File: config.mk
export PLATFORM = sky130hd
export DESIGN_NAME = debouncer_multi
export DESIGN_NICKNAME = d
export VERILOG_FILES = /design/src/rtl/debouncer_multi.sv
export SDC_FILE = /design/constraint.sdc
export NUM_CORES = 1
export LEC_CHECK = 0
export ABC_AREA = 1
export CAP_MARGIN = 20
export CORE_MARGIN = 1
export CORE_UTILIZATION = 35
export DETAILED_ROUTE_END_ITERATION = 10
export PLACE_DENSITY = 0.59
export SKIP_LAST_GASP = 1
export SYNTH_ARGS = -nofsm -noshare
export SYNTH_HDL_FRONTEND = slang
export SYNTH_SLANG_ARGS = --single-unit
File: constraint.sdc
create_clock -name CLK -period 2.3 [get_ports CLK]
set_clock_uncertainty 0.05 [all_clocks]
set_input_delay 0.345 -clock CLK [delete_from_list [all_inputs] [get_ports CLK]]
set_output_delay 0.345 -clock CLK [all_outputs]
set_load 0.01 [all_outputs]
File: src/rtl/debouncer_multi.sv
// debouncer_multi: N-channel button conditioner (sync, debounce, press/release/long pulses).
// Define DEBOUNCER_AUTOREPEAT_EN to add per-channel auto-repeat pulses.
module debouncer_multi #(
   parameter int CHANNELS     = 4,
   parameter int CNT_WIDTH    = 16,
   parameter int SYNC_STAGES  = 2,
   parameter int ACTIVE_LOW   = 1,
   parameter int HOLD_SHIFT   = 6,
   parameter int REPEAT_WIDTH = 20
) (
   input  logic                CLK,
   input  logic                RST_N,
   input  logic [CHANNELS-1:0] PUSH_BUTTON,
   output logic [CHANNELS-1:0] PUSH_BUTTON_STATE,
   output logic [CHANNELS-1:0] PUSH_BUTTON_DOWN,
   output logic [CHANNELS-1:0] PUSH_BUTTON_UP,
   output logic [CHANNELS-1:0] PUSH_BUTTON_LONG,
   output logic [CHANNELS-1:0] PUSH_BUTTON_REPEAT
);

   localparam int HW = CNT_WIDTH + HOLD_SHIFT;

   logic [CHANNELS-1:0] w_raw;

   assign w_raw = (ACTIVE_LOW != 0) ? ~PUSH_BUTTON : PUSH_BUTTON;

   for (genvar g = 0; g < CHANNELS; g++) begin : g_ch
      logic [SYNC_STAGES-1:0] r_sync;
      logic [CNT_WIDTH-1:0]   r_cnt;
      logic [HW-1:0]          r_hold;
      logic                   r_state;
      logic                   r_down;
      logic                   r_up;
      logic                   r_long;
      logic                   r_fired;
      logic                   w_diff;
      logic                   w_toggle;
      logic                   w_hold_clr;
      logic                   w_long_hit;

      assign w_diff     = r_sync[SYNC_STAGES-1] ^ r_state;
      assign w_toggle   = w_diff & (&r_cnt);
      // HOLD tracks the next STATE, so it is already 0 on the release edge
      assign w_hold_clr = ~r_state | w_toggle;
      assign w_long_hit = ~w_hold_clr & (&r_hold) & ~r_fired;

      always_ff @(posedge CLK or negedge RST_N) begin
         if (!RST_N) begin
            r_sync  <= '0;
            r_cnt   <= '0;
            r_hold  <= '0;
            r_state <= 1'b0;
            r_down  <= 1'b0;
            r_up    <= 1'b0;
            r_long  <= 1'b0;
            r_fired <= 1'b0;
         end else begin
            r_sync  <= {r_sync[SYNC_STAGES-2:0], w_raw[g]};
            r_state <= r_state ^ w_toggle;
            r_down  <= w_toggle & ~r_state;
            r_up    <= w_toggle & r_state;
            r_long  <= w_long_hit;

            if (!w_diff || w_toggle)
               r_cnt <= '0;
            else
               r_cnt <= r_cnt + 1'b1;

            if (w_hold_clr) begin
               r_hold  <= '0;
               r_fired <= 1'b0;
            end else begin
               if (!(&r_hold))
                  r_hold <= r_hold + 1'b1;
               if (w_long_hit)
                  r_fired <= 1'b1;
            end
         end
      end

      assign PUSH_BUTTON_STATE[g] = r_state;
      assign PUSH_BUTTON_DOWN[g]  = r_down;
      assign PUSH_BUTTON_UP[g]    = r_up;
      assign PUSH_BUTTON_LONG[g]  = r_long;

`ifdef DEBOUNCER_AUTOREPEAT_EN
      logic [REPEAT_WIDTH-1:0] r_rpt;
      logic                    r_rep;

      always_ff @(posedge CLK or negedge RST_N) begin
         if (!RST_N) begin
            r_rpt <= '0;
            r_rep <= 1'b0;
         end else if (w_hold_clr) begin
            r_rpt <= '0;
            r_rep <= 1'b0;
         end else if (w_long_hit) begin
            r_rpt <= '0;
            r_rep <= 1'b1;
         end else if (r_fired) begin
            r_rpt <= r_rpt + 1'b1;
            r_rep <= &r_rpt;
         end else begin
            r_rep <= 1'b0;
         end
      end

      assign PUSH_BUTTON_REPEAT[g] = r_rep;
`else
      assign PUSH_BUTTON_REPEAT[g] = (REPEAT_WIDTH < 1);
`endif
   end

endmodule
==> impl_metrics.env <==
export IMPL_area_delta_synth_final_pct=11.0
export IMPL_cts_tree="yes"
export IMPL_status="finished clean"
export IMPL_vias=7915
export IMPL_worstSetupEndpointType="flip-flop"
export IMPL_drv_cap=0
export IMPL_ctsResizeCount=0
export IMPL_io_buffers=21
export IMPL_dpl_worst_slack_ns=0.318
export IMPL_multi_input_area_um2=4690
export IMPL_power_leakage_nw=4.49
export IMPL_fmax_mhz=502
export IMPL_async_flop_share=1.00
export IMPL_wl_mm=19.6
export IMPL_synth_top_cells_by_count="nand2_1 (338), nor2_1 (190), dfrtp_1 (180)"
export IMPL_worstSetupPathType="flip-flop to flip-flop"
export IMPL_slowest_delay_ns=0.47
export IMPL_hp_class="flip-flop to flip-flop"
export IMPL_fin_crit_ns=1.99
export IMPL_cp_cell_sequence="ha_1 > inv_2 > nor2_2 > nand2_2 > nor2_2 > nand2_2 > inv_2 > nand2_1 > nand2_1"
export IMPL_num_fill_cells=2834
export IMPL_cp_start_kind="flip-flop"
export IMPL_clkSinkCount=180
export IMPL_synthDistinctLibCells=41
export IMPL_synth_flop_cell="dfrtp_1"
export IMPL_post_synth_top_area_cell="dfrtp_1"
export IMPL_power_density_nw_per_um2=564
export IMPL_final_antenna_net_count=0
export IMPL_wl_per_cell_um=11.6
export IMPL_slew_headroom=0.510
export IMPL_grt_overflow=0
export IMPL_drc=0
export IMPL_core_um2=27900
export IMPL_crit_path_max_fanout=15
export IMPL_io_pins=26
export IMPL_synth_cell_area_um2=9950
export IMPL_final_setup_tns_ns=0
export IMPL_synthCells=1286
export IMPL_grtUsageTotal=0.146
export IMPL_drt_iter0_drc=524
export IMPL_ys_seq_elements=180
export IMPL_irDropWorstVdd_v=0.000498
export IMPL_hold_buffers=1
export IMPL_period_share=0.866
export IMPL_fp_row_count=61
export IMPL_detailed_place_hpwl_mm=14.3
export IMPL_final_nets=1318
export IMPL_setup_violations=0
export IMPL_start_util=0.357
export IMPL_avgSynthCellArea_um2=7.73
export IMPL_dieWidth_um=171
export IMPL_synthTopCellsByArea="dfrtp_1 (45%), nand2_1 (13%), nor2_1 (7.2%), inv_1 (4.7%), nand3_1 (4.6%)"
export IMPL_cp_slowest_cell="dfrtp_1"
export IMPL_yosys_warnings=0
export IMPL_slew_viol_final=0
export IMPL_die_y_um=171
export IMPL_cts_buffers_inserted=17
export IMPL_num_antenna_cells=0
export IMPL_grt_pass1_vias=7467
export IMPL_cts_path_max_buffers=2
export IMPL_drive_gt1_frac=0.0987
export IMPL_critPathBufInv=2
export IMPL_clkSlewWorstSetupHoldPaths_ns=0.07
export IMPL_grt_max_degree=68
export IMPL_synth_top_cell_area_share=0.453
export IMPL_routabilityCongestion=0.865
export IMPL_synth_edf_count=0
export IMPL_rsz0062_at_grt="no"
export IMPL_cp_top_family="simple AND/OR/NAND/NOR gates"
export IMPL_holdWs_ns=0.301
export IMPL_grt_pass1_wl_mm=34.8
export IMPL_cts_root_buffer="clkbuf_16"
export IMPL_final_setup_worst_slack_ns=0.307
export IMPL_synth_most_common_cell="nand2_1"
export IMPL_drt_vias_per_instance=4.67
export IMPL_ff_latch_area_um2=4500
export IMPL_detail_route_first_pass_iterations=5
export IMPL_htreeDepth=4
export IMPL_tightestPinTransition_ns=0.735
export IMPL_antenna_found_initial=0
export IMPL_hold_violations=0
export IMPL_cp_data_arrival_time_ns=2.31
export IMPL_post_cts_buffers=0
export IMPL_required_ns=2.61
export IMPL_clk_latency_ns=0.43
export IMPL_die_area_um2=29100
export IMPL_yosysSeqAreaShare=0.453
routing by layer:
layer | up-vias | track usage | part of all wire
met3 | 9 | 0.0287 | 0.029
met5 | - | 0 | 0
met2 | 96 | 0.229 | 0.45
met4 | 0 | 0.0353 | 0.0078
met1 | 3706 | 0.205 | 0.51
li1 | 4104 | - | -
worst reg2reg max path: cells and delay by family, from the launching register on:
| family | cells | cell delay, ns |
|---|---|---|
| simple gates | 6 | 0.85 |
| fa+ha+maj | 1 | 0.31 |
| flops | 1 | 0.47 |
| buf+inv | 2 | 0.25 |
through the flow:
| stage | power (mW) | utilization | area (µm²) | cells |
|---|---|---|---|---|
| final | 6.23 | 0.396 | 11000 | 1695 |
| after global routing | 6.48 | 0.396 | 11000 | 1695 |
| after CTS | 6.32 | 0.396 | 11000 | 1695 |
| after detailed placement | 3.42 | 0.375 | 10500 | 1662 |
| after global placement | 3.42 | 0.375 | 10500 | 1662 |
| after floorplan | 3.32 | - | 9960 | 1289 |
area by class of cell:
cell class              instances  area share
multi-input cells             945       0.424
well taps                     378      0.0428
repair buffers                 27      0.0271
flip-flops and latches        180       0.408
inverters                     133      0.0452
clock inverters                13      0.0125
clock buffers                  19      0.0401
where the power goes:
group	internal (mW)	switching (mW)	total (mW)
Clock	1.56	1.31	2.88
Sequential	3.19	0.0172	3.20
Combinational	0.0393	0.108	0.147
cell usage in the layout, fill, tap and decap left out, types with 8 or more instances in the layout:
| master | Yosys | layout |
|---|---|---|
| a21oi_1 | 63 | 63 |
| a21oi_2 | 15 | 15 |
| and2_1 | 9 | 9 |
| clkbuf_16 | 0 | 17 |
| clkdlybuf4s50_1 | 0 | 20 |
| dfrtp_1 | 180 | 180 |
| ha_1 | 8 | 8 |
| inv_1 | 124 | 124 |
| inv_2 | 9 | 9 |
| nand2_1 | 338 | 338 |
| nand2_2 | 22 | 22 |
| nand3_1 | 91 | 91 |
| nand4_1 | 27 | 27 |
| nor2_1 | 190 | 190 |
| nor2_2 | 20 | 20 |
| nor2_4 | 11 | 11 |
| nor3_1 | 40 | 40 |
| o21ai_0 | 15 | 15 |
| o21bai_1 | 10 | 10 |
| xnor2_1 | 16 | 16 |
| xor2_1 | 34 | 34 |
kinds of logic (layout without fill, tap and decap cells):
logic type / Yosys count / after routing / share of synthesized area
flops: 180 / 180 / 0.453
fa+ha+maj: 8 / 8 / 0.0101
buf+inv: 164 / 192 / 0.0771
compound gates: 112 / 112 / 0.0667
xor+xnor: 51 / 51 / 0.0457
simple gates: 770 / 770 / 0.347
other cells: 1 / 4 / 0.000377
sequential cells by signal, indices dropped and copies added, names as in the netlist, named ones only:
register and flops:
g_ch.r_sync 8, g_ch.r_cnt 64, g_ch.r_down 4, g_ch.r_fired 4
g_ch.r_up 4, g_ch.r_hold 88, g_ch.r_long 4
path summary, 6_finish.rpt:
check / start / to / slack [ns] / depth (start not counted)
min reg2reg: g_ch[1].r_sync[0]$_DFF_PN0_ / g_ch[1].r_sync[1]$_DFF_PN0_ / 0.30 / 0
max in group asynchronous: RST_N / g_ch[2].r_long$_DFF_PN0_ / 1.08 / 3
min: g_ch[1].r_sync[0]$_DFF_PN0_ / g_ch[1].r_sync[1]$_DFF_PN0_ / 0.30 / 0
min in group asynchronous: RST_N / g_ch[1].r_cnt[14]$_DFF_PN0_ / 0.43 / 2
max reg2reg: g_ch[0].r_hold[0]$_DFFE_PN0P_ / g_ch[0].r_hold[18]$_DFFE_PN0P_ / 0.31 / 9
max: g_ch[0].r_hold[0]$_DFFE_PN0P_ / g_ch[0].r_hold[18]$_DFFE_PN0P_ / 0.31 / 9
Power figures use the tool's default switching activity.
